[src/rtl/multicycle_main_fsm.sv]
// Main control FSM for the multicycle RISC-V core, with memory-ready stalls.
module multicycle_main_fsm #(
  parameter bit NONE_ILLEGAL_TRAP = 1'b0
) (
  input  logic       clk,
  input  logic       rst,
  input  logic [6:0] op,
  input  logic [2:0] funct3,
  input  logic       zero,
  input  logic       mem_ready,
  output logic       PCWrite,
  output logic       AdrSrc,
  output logic       MemWrite,
  output logic       IRWrite,
  output logic [1:0] ResultSrc,
  output logic [1:0] ALUSrcA,
  output logic [1:0] ALUSrcB,
  output logic [1:0] ALUOp,
  output logic       RegWrite,
  output logic       illegal,
  output logic [3:0] state
);

  typedef enum logic [3:0] {
    FETCH    = 4'd0,
    DECODE   = 4'd1,
    MEMADR   = 4'd2,
    MEMREAD  = 4'd3,
    MEMWB    = 4'd4,
    MEMWRITE = 4'd5,
    EXECUTER = 4'd6,
    EXECUTEI = 4'd7,
    ALUWB    = 4'd8,
    BRANCH   = 4'd9,
    JAL      = 4'd10,
    ILLEGAL  = 4'd11
  } state_t;

  state_t cur_state;
  state_t next_state;
  logic   taken;

  assign state = cur_state;
  assign taken = ((funct3 == 3'b000) && zero) || ((funct3 == 3'b001) && !zero);

  always_ff @(posedge clk or posedge rst) begin
    if (rst) cur_state <= FETCH;
    else     cur_state <= next_state;
  end

  always_comb begin
    next_state = FETCH;
    PCWrite    = 1'b0;
    AdrSrc     = 1'b0;
    MemWrite   = 1'b0;
    IRWrite    = 1'b0;
    ResultSrc  = '0;
    ALUSrcA    = '0;
    ALUSrcB    = '0;
    ALUOp      = '0;
    RegWrite   = 1'b0;
    illegal    = 1'b0;
    case (cur_state)
      FETCH: begin
        ALUSrcB   = 2'b10;
        ResultSrc = 2'b10;
        IRWrite   = mem_ready;
        PCWrite   = mem_ready;
        next_state = mem_ready ? DECODE : FETCH;
      end
      DECODE: begin
        ALUSrcA = 2'b01;
        ALUSrcB = 2'b01;
        case (op)
          7'b0000011,
          7'b0100011: next_state = MEMADR;
          7'b0110011: next_state = EXECUTER;
          7'b0010011: next_state = EXECUTEI;
          7'b1100011: next_state = BRANCH;
          7'b1101111: next_state = JAL;
          default: begin
            illegal    = 1'b1;
            next_state = NONE_ILLEGAL_TRAP ? ILLEGAL : FETCH;
          end
        endcase
      end
      MEMADR: begin
        ALUSrcA    = 2'b10;
        ALUSrcB    = 2'b01;
        next_state = (op == 7'b0000011) ? MEMREAD : MEMWRITE;
      end
      MEMREAD: begin
        AdrSrc     = 1'b1;
        next_state = mem_ready ? MEMWB : MEMREAD;
      end
      MEMWB: begin
        ResultSrc  = 2'b01;
        RegWrite   = 1'b1;
        next_state = FETCH;
      end
      MEMWRITE: begin
        AdrSrc     = 1'b1;
        MemWrite   = 1'b1;
        next_state = mem_ready ? FETCH : MEMWRITE;
      end
      EXECUTER: begin
        ALUSrcA    = 2'b10;
        ALUOp      = 2'b10;
        next_state = ALUWB;
      end
      EXECUTEI: begin
        ALUSrcA    = 2'b10;
        ALUSrcB    = 2'b01;
        ALUOp      = 2'b10;
        next_state = ALUWB;
      end
      ALUWB: begin
        RegWrite   = 1'b1;
        next_state = FETCH;
      end
      BRANCH: begin
        ALUSrcA    = 2'b10;
        ALUOp      = 2'b01;
        PCWrite    = taken;
        next_state = FETCH;
      end
      JAL: begin
        ALUSrcA    = 2'b01;
        ALUSrcB    = 2'b10;
        PCWrite    = 1'b1;
        next_state = ALUWB;
      end
      ILLEGAL: begin
        illegal    = 1'b1;
        next_state = ILLEGAL;
      end
      default: next_state = FETCH;
    endcase
  end

endmodule
[config.mk]
export PLATFORM = sky130hd
export DESIGN_NAME = multicycle_main_fsm
export DESIGN_NICKNAME = d
export VERILOG_FILES = /design/src/rtl/multicycle_main_fsm.sv
export SDC_FILE = /design/constraint.sdc
export NUM_CORES = 1
export LEC_CHECK = 0
export BUFFER_PORTS_ARGS = -buffer_cell sky130_fd_sc_hd__buf_2
export CAP_MARGIN = 20
export CORE_UTILIZATION = 39
export DETAILED_ROUTE_END_ITERATION = 6
export PLACE_DENSITY = 0.76
export SYNTH_ARGS = -nofsm -noshare
export SYNTH_HDL_FRONTEND = slang
export SYNTH_SLANG_ARGS = --single-unit
[constraint.sdc]
create_clock -name clk -period 1.14 [get_ports clk]
set_input_delay 0.114 -clock clk [delete_from_list [all_inputs] [get_ports clk]]
set_output_delay 0.114 -clock clk [all_outputs]
set_load 0.005 [all_outputs]
## After elaboration in Yosys (flattened, before gate mapping)

Cells that the tools add are included.

| cells by class | value |
|---|---|
| $add $sub $neg | 0 |
| $mul | 0 |
| bitwise gates (word level) | 0 |
| equal/unequal tests | 18 |
| divide/modulo/power cells | 0 |
| shifts and indexed selects | 0 |
| reduce and logical (&&, ||, !) cells | 16 |
| mux-type cells | 17 |
| $lt $le $gt $ge | 0 |

Operator list:

| cell | number |
|---|---|
| $pmux W4 S7 | 1 |
| $pmux W4 S5 | 1 |
| $eq A4 B3 Y1 const B | 4 |
| $eq A4 B4 Y1 const B | 4 |
| $pmux W2 S2 | 4 |
| $eq A7 B6 Y1 const B | 2 |
| $eq A7 B7 Y1 const B | 2 |
| $reduce_or A2 Y1 | 6 |
| $mux W3 | 3 |
| $eq A4 B2 Y1 const B | 2 |
| $eq A7 B2 Y1 const B | 1 |
| $eq A7 B5 Y1 const B | 1 |
| $mux W1 | 6 |
| $reduce_or A3 Y1 | 2 |
| $reduce_or A6 Y1 | 1 |
| $eq A4 B1 Y1 const B | 1 |
| $logic_not A4 Y1 | 1 |
| $reduce_or A4 Y1 | 1 |
| $eq A3 B1 Y1 const B | 1 |
| $logic_not A3 Y1 | 1 |
| $pmux W1 S3 | 1 |
| $logic_and A1 B1 Y1 | 2 |
| $pmux W1 S2 | 1 |
| $logic_not A1 Y1 | 1 |
| $logic_or A1 B1 Y1 | 1 |

| word-level totals | value |
|---|---|
| bits in read-only memories | 0 |
| word-level logic and storage cells | 52 |
| bits in writable memories | 0 |
| output and inout bits | 18 |
| memories | 0 |
| input bits | 14 |
| bits in latches | 0 |
| flip-flop bits (word level) | 4 |

## Longest topological paths before layout

Gate-level depths: netlist of run 1.

| depth | value |
|---|---|
| depth after elaboration | 4 |
| depth in mapped cells | 4 |
| gate-level depth less buffers | 3 |

## Worst setup path after synthesis of run 1

OpenSTA, ideal clock, no wires.

| path | value |
|---|---|
| path kind | flip-flop to output port |
| start point | register cur_state[1], in the netlist state[1] |
| end point | output illegal |
| cell stages (with the launch flop) | 4 |
| setup slack | -80 ps |
| buffers on the path | 1 |
| data required time | 1026 ps |
| arrival time | 1106 ps |
| path through | dfrtp_1 buf_6 nor4b_2 a32o_1 |

| between the ends | value |
|---|---|
| word-level cells in the longest chain between the ends | 2 |
| elaborated cells on any way between the ends | 3 |
| those cells by class | eq/ne (2); mux (1) |

Ends and longest elaborated chain:

| element | line | RTL |
|---|---|---|
| start, declared | 39 | `state_t cur_state;` |
| start signal, assigned | 48 | `else cur_state <= next_state;` |
| $eq A4 B4 Y1 or $eq A4 B1 Y1 (tied branches) | 63 | `case (cur_state)` |
| $pmux W1 S2 (*) | 63 |  |
| end, declared | 20 | `output logic illegal,` |

Every way passes the cells marked *; elsewhere a longest branch is shown, timed or not.

## Worst setup path in the final report of run 1

| path | value |
|---|---|
| start point | register cur_state[2], in the netlist state[2] |
| end point | output ALUSrcA[1] |

| between the ends | value |
|---|---|
| word-level cells in the longest chain between the ends | 3 |
| elaborated cells on any way between the ends | 9 |
| those cells by class | eq/ne (6); mux (1); reduce/logical (2) |

Ends and longest elaborated chain:

| element | line | RTL |
|---|---|---|
| $eq A4 B3 Y1 (tied with other cells) | 63 |  |
| $reduce_or A4 Y1 (no source line) or $reduce_or A2 Y1 (tied branches) | n/a |  |
| $pmux W2 S2 (*) | 63 |  |
| end, declared | 16 | `output logic [1:0] ALUSrcA,` |

Marked as above.

==> results of run 1 <==
what timing repair did:
| action | in CTS | in global routing |
|---|---|---|
| pin swaps | 9 | 15 |
| hold endpoints to repair | 4 | 0 |
| gates resized for setup | 24 | 23 |
| endpoints found under the setup margin | 19 | 20 |
| buffers inserted | 7 | 6 |
| gates cloned | 0 | 1 |
| hold buffers | 1 | 0 |
where the power goes:
group	switching, mW	internal (mW)
clock network	0.0773	0.133
logic	0.169	0.215
registers	0.0194	0.149
final timing paths:
kind,from,slack [ns],to
worst min-delay path,op[0],0.21,state[1]$_DFF_PP0_
worst min register to register,state[3]$_DFF_PP0_,0.64,state[3]$_DFF_PP0_
worst max-delay path,state[2]$_DFF_PP0_,-0.46,ALUSrcA[1]
worst max register to register,state[2]$_DFF_PP0_,-0.39,state[2]$_DFF_PP0_
max in group asynchronous,rst,0.59,state[2]$_DFF_PP0_
min in group asynchronous,rst,0.35,state[0]$_DFF_PP0_
area by class of cell:
class	count	share of cell area
Timing Repair Buffer	64	0.408
Tap cell	15	0.0151
Multi-Input combinational cell	63	0.469
Sequential cell	4	0.0836
Inverter	1	0.00302
Clock buffer	4	0.0211
tightest hold or removal path: stages:
cell	delay, ns
buf_2	0.11
nand3_2	0.07
o211ai_2	0.08
layer usage:
layer  part of all wire  GRT usage
met1               0.37      0.302
met2               0.51      0.570
met3              0.075     0.0543
met4              0.052      0.142
met5                  0          0
synthesized netlist by cell type:
master,n
o22ai_1,1
and2_1,4
a31oi_1,2
a211oi_1,1
and3b_1,2
nor2b_1,3
inv_1,1
or3_1,2
nor3_1,3
nand4_1,1
a21bo_2,2
o2111ai_1,1
nand3_1,2
nand4b_1,1
nor3b_1,3
a32o_1,1
or2_1,1
nand2_1,2
xnor2_1,2
o21ai_1,1
o211ai_1,2
o211ai_2,1
nand3b_1,1
mux2i_1,1
and4bb_2,1
a41oi_1,1
a21oi_1,1
nand2b_1,7
dfrtp_1,4
o41ai_1,1
nor4b_2,2
xor2_1,3
buf_2,1
buf_6,1
nor4_2,1
nor2_1,6
buf_4,3
logic make-up (layout without fill, tap and decap cells):
kind of cell / Yosys count / after routing / synth area share
AND/OR/NAND/NOR: 42 / 42 / 0.468
AO/OA/AOI/OAI: 15 / 15 / 0.202
XOR/XNOR: 5 / 5 / 0.0735
buffers and inverters: 6 / 69 / 0.0714
multiplexers: 1 / 1 / 0.0168
flip-flops: 4 / 4 / 0.168
through the flow:
stage / worst slack, ns / total power [mW]
floorplan: -0.0524 / 0.295
global placement: -0.165 / 0.411
detailed placement: -0.218 / 0.419
CTS: -0.380 / 0.685
global route: -0.490 / 0.795
finish: -0.457 / 0.762
==> flow_summary.toml, run 1 <==
[run_status]
outcome = "finished, violations left"
violations = "negative setup slack"

[setup_path]
cp.arrival_ns = 1.48
crit_cells = 4
worst-path-buf-inv = 1
critical_path.cell_chain = "nor2b_4 -> and2_4 -> or3_1 -> buf_2"
crit_type = "flop to output pin"
crit_family = "simple AND/OR/NAND/NOR gates"
cp-end-kind = "output pin"
r2r.worst_path.cells = 6
crit_slowest_cell = "dfrtp_2"
required_ns = 1.03
path_max_fanout = 6
max_stage_delay_ns = 0.47
start_kind = "flop"

[timing]
maxSlewHeadroom = 0.784
setup_violations = 20
period_share = 1.40
fin_skew_ns = 0.0206
rsz0062_at_grt = "true"
holdWs_ns = 0.206
hold_viol = 0
post-route-min-period_ns = 1.60
fmax_mhz = 626
worstMarginPinSlew_ns = 0.320
tns_ns = -6.28
slew_viol_final = 0
fin_ws_ns = -0.457

[clocking]
numCtsBuffers = 3
root_buffer = "clkbuf_4"
htree_levels = 1
clock-sinks = 4
worst_skew_pair.late_latency_ns = 0.25
clockBufferDepth = 2
tritoncts = "yes"
clk_pin_slew_ns = 0.03

[yosys]
synth_top_area_share = 0.168
yosys.area.top_type = "dfrtp_1"
ys_warn_count = 0
synth_cell_types = 37
avgSynthCellArea_um2 = 8.16
synth-seq-cells = 4
ys_top_cells_by_area = "dfrtp_1, nand2b_1, nor4b_2"
syn_nets = 87
synth_cells = 73
yosysSeqAreaShare = 0.168
syn_area_um2 = 596

[finish]
layout.cells.non_filler = 151
seq_area_um2 = 104
mostFrequentLayoutCell = "buf_2"
fillers = 59
multiInputGateArea_um2 = 583
antennaDiodeCount = 0
finish.utilization = 0.909
areaGrowthSynthToFinish_pct = 109
layout_common_cells = "buf_2, buf_4, buf_6, nand2b_4, nor2_1"
largest_reg_flops = 4
drive_gt1_frac = 0.706
num-nets-final = 151
final_area_mm2 = 0.00124

[global_route]
antenna_found_initial = 0
grt_max_degree = 12
grt_pass1_wl_um = 3220
grt_pass1_vias = 757
grt_usage = 0.298
overflow = 0

[flow_run]
maxCapViolCount = 0

[placed_design]
globalplace.congestion = 0.772
placed_cell_area_um2 = 908
port_buffers = 31
dpl.hpwl_um = 1380
dp.cells = 135

[route]
viasPerCell = 6.17
wl_um = 3120
drc = 0
drt_pre_antenna_iters = 4
first_iter_violations = 26
wl_per_cell_um = 20.7
antenna_left = 0
num_vias = 932

[floorplanning]
die_h_um = 41.1
initial_core_util = 0.436
core_mm2 = 0.00137
io_pins = 32
rows = 13
die_w_um = 41.1
dieArea_mm2 = 0.00169

[worst_hold_path]
hold_path.class = "input port to flop"
hold_depth = 3

[power_and_ir_drop]
p_per_area_mw_per_mm2 = 614
ir_drop_uv = 657
leakage_nw = 0.601
No activity file was read; power rests on OpenSTA's default activity.
==> inputs of run 2 (changes only) <==
PLACE_DENSITY = 0.74   (was 0.76)
TNS_END_PERCENT = 1   (was default)
==> run 2 against run 1 <==
  * The flow still finishes with violations (negative setup slack)
  * Combinational power fell by 16%
  * Via count fell by 12%
  * Sequential cell count is the same
  * Clock-buffer cell count did not move
  * Total power decreased by 8.3%
  * Die area unchanged
  * Sequential share of layout area is 1.0 points higher
  * Cell area shrank 9.6%
  * Register-to-register slack improved by 0.08 ns
  * Critical path depth increased by 1
  * First-iteration DRC count decreased by 38%
  * Non-clock buffer count decreased by 4
==> flow_summary.toml, run 2 (synthesized netlist as in run 1, its figures left out) <==
[floorplanning]
rows = 13
dieArea_mm2 = 0.00169
die_h_um = 41.1
initial_core_util = 0.436
die_w_um = 41.1
io_pins = 32
core_mm2 = 0.00137

[finish]
drive_gt1_frac = 0.614
mostFrequentLayoutCell = "buf_2"
fillers = 90
num-nets-final = 147
antennaDiodeCount = 0
largest_reg_flops = 4
layout_common_cells = "buf_2, buf_4, buf_6, nand2b_1, nor2_1"
final_area_mm2 = 0.00112
areaGrowthSynthToFinish_pct = 88.7

[worst_hold_path]
hold_depth = 3
hold_path.class = "input port to flop"
hold_path.startpoint = "op[0]"

[clocking]
root_buffer = "clkbuf_4"
numCtsBuffers = 3
clockBufferDepth = 2
tritoncts = "yes"
htree_levels = 1
worst_skew_pair.late_latency_ns = 0.25
clk_pin_slew_ns = 0.05
clock-sinks = 4

[route]
wl_per_cell_um = 16.3
num_vias = 818
drt_pre_antenna_iters = 4
first_iter_violations = 16
antenna_left = 0
drc = 0
viasPerCell = 5.56
wl_um = 2390

[run_status]
violations = "negative setup slack"
outcome = "finished, violations left"

[timing]
rsz0062_at_grt = "true"
period_share = 1.39
slew_viol_final = 0
holdWs_ns = 0.181
setup_violations = 20
fin_ws_ns = -0.447
fin_skew_ns = 0.0138
fmax_mhz = 630
worstMarginPinSlew_ns = 0.244
maxSlewHeadroom = 0.837
post-route-min-period_ns = 1.59
hold_viol = 0

[flow_run]
maxCapViolCount = 0

[global_route]
grt_max_degree = 12
grt_usage = 0.295
antenna_found_initial = 0
grt_pass1_vias = 736
grt_pass1_wl_um = 3170
overflow = 0

[setup_path]
r2r.worst_path.cells = 6
r2r_start = "state[2]$_DFF_PP0_"
cp-end-kind = "output pin"
crit_type = "flop to output pin"
path_max_fanout = 5
cp.arrival_ns = 1.47
start_kind = "flop"
startpoint = "state[3]$_DFF_PP0_"
required_ns = 1.03

[placed_design]
placed_cell_area_um2 = 906
dpl.hpwl_um = 1530
port_buffers = 31
globalplace.congestion = 0.803

[power_and_ir_drop]
ir_drop_uv = 573
leakage_nw = 0.558
p_per_area_mw_per_mm2 = 622
-- run 2: cell types whose count changed in the layout (fill, tap and decap cells not counted), sizes merged --
cell    change
clkbuf      -1
buf         -3
-- run 2: cell type report --
cell class | count | area [um2] | area share
timing repair buffer | 60 | 433 | 0.385
sequential | 4 | 105 | 0.0935
inverter | 1 | 3.75 | 0.00334
tap | 15 | 18.8 | 0.0167
multi-input combinational | 63 | 537 | 0.478
clock buffer | 4 | 26.3 | 0.0234
-- run 2: critical path, cell delays in order, from the launching register on --
cell and delay (ns):
dfrtp_2 0.41, buf_4 0.14, nor4b_4 0.04, buf_4 0.16
or3_1 0.34, buf_2 0.13
-- run 2: what timing repair did --
| action | in CTS | in global routing |
|---|---|---|
| hold endpoints to repair | 4 | 0 |
| resized for setup | 14 | 8 |
| hold buffers | 1 | 0 |
| buffers inserted | 5 | 4 |
| setup endpoints to repair | 19 | 20 |
| pin swaps | 6 | 3 |
-- run 2: power breakdown --
group          internal [mW]  switching, mW
registers              0.149         0.0193
clock network          0.132         0.0751
logic                  0.182          0.140
-- run 2: path summary, 6_finish.rpt --
kind | endpoint | slack [ns]
max in group asynchronous | state[1]$_DFF_PP0_ | 0.66
worst max register to register | state[1]$_DFF_PP0_ | -0.31
worst max-delay path | ALUSrcA[1] | -0.45
worst min-delay path | state[1]$_DFF_PP0_ | 0.18
worst min register to register | state[3]$_DFF_PP0_ | 0.73
min in group asynchronous | state[0]$_DFF_PP0_ | 0.29
-- run 2: stage by stage --
stage / utilization / total power [mW] / std cells / setup TNS, ns / setup WS [ns]
floorplan: - / 0.295 / 73 / -0.250 / -0.0524
CTS: 0.781 / 0.654 / 143 / -5.15 / -0.411
global placement: 0.663 / 0.405 / 133 / -1.88 / -0.175
finish: 0.822 / 0.699 / 147 / -5.74 / -0.447
detailed placement: 0.663 / 0.414 / 133 / -2.34 / -0.212
global route: 0.822 / 0.738 / 147 / -6.85 / -0.486
-- run 2: per-layer routing --
layer	GRT usage	share of wire
met5	0	0
met1	0.315	0.42
met2	0.551	0.55
met3	0.0435	0.032
met4	0.142	0
==> inputs of run 3 (changes only) <==
CELL_PAD_IN_SITES_DETAIL_PLACEMENT = 1   (was default)
CELL_PAD_IN_SITES_GLOBAL_PLACEMENT = 1   (was default)
CORE_UTILIZATION = 27   (was 39)
PLACE_DENSITY = default   (was 0.74)
PLACE_DENSITY_LB_ADDON = 0.1   (was default)
==> run 3 against run 2 <==
  * Via count down 2.9%
  * First-iteration DRC count down 44%
  * Critical endpoint is now illegal
  * Wire length is 4.3% lower
  * The flow still finishes with violations (negative setup slack)
  * Hold slack improved by 0.013 ns
  * Sequential power down 4%
  * Clock-buffer cell count unchanged
==> flow_summary.toml, run 3 (synthesized netlist as in run 1, its figures left out) <==
[global_route]
antenna_found_initial = 0
overflow = 0
grt_pass1_wl_um = 3680
grt_max_degree = 11
grt_pass1_vias = 809
grt_usage = 0.202

[route]
drc = 0
routed-wl-met2_um = 1270
met1_length_um = 951
wl_met3_um = 67
wl_um = 2290
wl_per_cell_um = 14.1
num_vias = 794
highest_layer = "met3"
first_iter_violations = 9
antenna_left = 0
drt_pre_antenna_iters = 3
viasPerCell = 4.87

[finish]
layout_common_cells = "buf_2, buf_4, buf_6, nand2b_1"
largest_reg_flops = 4
fillers = 256
mostFrequentLayoutCell = "buf_2"
drive_gt1_frac = 0.647
antennaDiodeCount = 0
num-nets-final = 151
layout.cells.non_filler = 163
areaGrowthSynthToFinish_pct = 98.7
finish.utilization = 0.585

[setup_path]
crit_type = "flop to output pin"
required_ns = 1.03
path_max_fanout = 10
start_kind = "flop"
cp-end-kind = "output pin"
cp.arrival_ns = 1.41

[timing]
slew_viol_final = 0
fin_skew_ns = 0.00778
hold_viol = 0
rsz0062_at_grt = "true"
period_share = 1.34
post-route-min-period_ns = 1.52
fin_ws_ns = -0.385
tns_ns = -5.38
maxSlewHeadroom = 0.827
setup_violations = 20
fmax_mhz = 656
worstMarginPinSlew_ns = 0.258

[floorplanning]
dieArea_mm2 = 0.00240
rows = 16
initial_core_util = 0.295
io_pins = 32
die_h_um = 49.0
die_w_um = 49.0
core_mm2 = 0.00202

[power_and_ir_drop]
p_per_area_mw_per_mm2 = 604
ir_drop_uv = 425
leakage_nw = 0.584

[clocking]
clock-sinks = 4
root_buffer = "clkbuf_4"
numCtsBuffers = 3
htree_levels = 1
worst_skew_pair.late_latency_ns = 0.23
tritoncts = "yes"
clockBufferDepth = 2
clk_pin_slew_ns = 0.04

[placed_design]
globalplace.congestion = 0.778
dpl.hpwl_um = 1550
dp.cells = 148
port_buffers = 31

[worst_hold_path]
hold_path.class = "input port to flop"

[run_status]
violations = "negative setup slack"
outcome = "finished, violations left"

[flow_run]
maxCapViolCount = 0
-- run 3: worst max-delay path, cell delays in order (launching register included) --
cell and delay (ns):
dfrtp_2 0.44, buf_4 0.22, nor2b_4 0.06, and2_1 0.13
a32o_1 0.20, buf_2 0.12
-- run 3: where the power goes --
part	switching [mW]	internal (mW)	total (mW)	leakage, nW
registers	0.0122	0.150	0.162	0.0481
logic	0.144	0.217	0.361	0.521
clock network	0.0606	0.132	0.192	0.0150
total	0.217	0.498	0.715	0.584
-- run 3: repair_timing --
action                                 4_1_cts  5_1_grt
setup endpoints to repair                   18       19
endpoints found under the hold margin        4        0
pin swaps                                    7        3
hold buffers                                 1        0
resized for setup                           17        8
cloned                                       0        0
buffers inserted                             5        5
-- run 3: metal layers --
metal  track usage  vias up
met5             0        -
met4        0.0735        0
met3        0.0218        0
met2         0.389       23
met1         0.223      374
li1              -      397
-- run 3: layout make-up --
cell class / instances / area (um2) / area share
Inverter: 1 / 3.75 / 0.00317
Clock buffer: 4 / 26.3 / 0.0222
Sequential cell: 4 / 105 / 0.0888
Timing Repair Buffer: 64 / 468 / 0.395
Multi-Input combinational cell: 63 / 547 / 0.462
Tap cell: 27 / 33.8 / 0.0285
-- run 3: path summary, 6_finish.rpt --
check / slack [ns] / end / start / cells past startpoint
min reg2reg: 0.75 / state[3]$_DFF_PP0_ / state[1]$_DFF_PP0_ / 2
max reg2reg: -0.31 / state[2]$_DFF_PP0_ / state[2]$_DFF_PP0_ / 6
min in group asynchronous: 0.32 / state[2]$_DFF_PP0_ / rst / 3
max in group asynchronous: 0.64 / state[1]$_DFF_PP0_ / rst / 3
min: 0.19 / state[1]$_DFF_PP0_ / op[0] / 3
max: -0.38 / illegal / state[2]$_DFF_PP0_ / 5
-- run 3: stage by stage --
stage / area [um2] / power (mW) / hold WS (ns) / setup slack (ns)
after detailed placement: 956 / 0.435 / 0.00192 / -0.229
after global placement: 956 / 0.430 / 0.00142 / -0.234
after floorplan: 619 / 0.295 / -0.120 / -0.0524
after CTS: 1100 / 0.676 / 0.182 / -0.400
final: 1180 / 0.715 / 0.195 / -0.385
after global routing: 1180 / 0.765 / 0.211 / -0.458
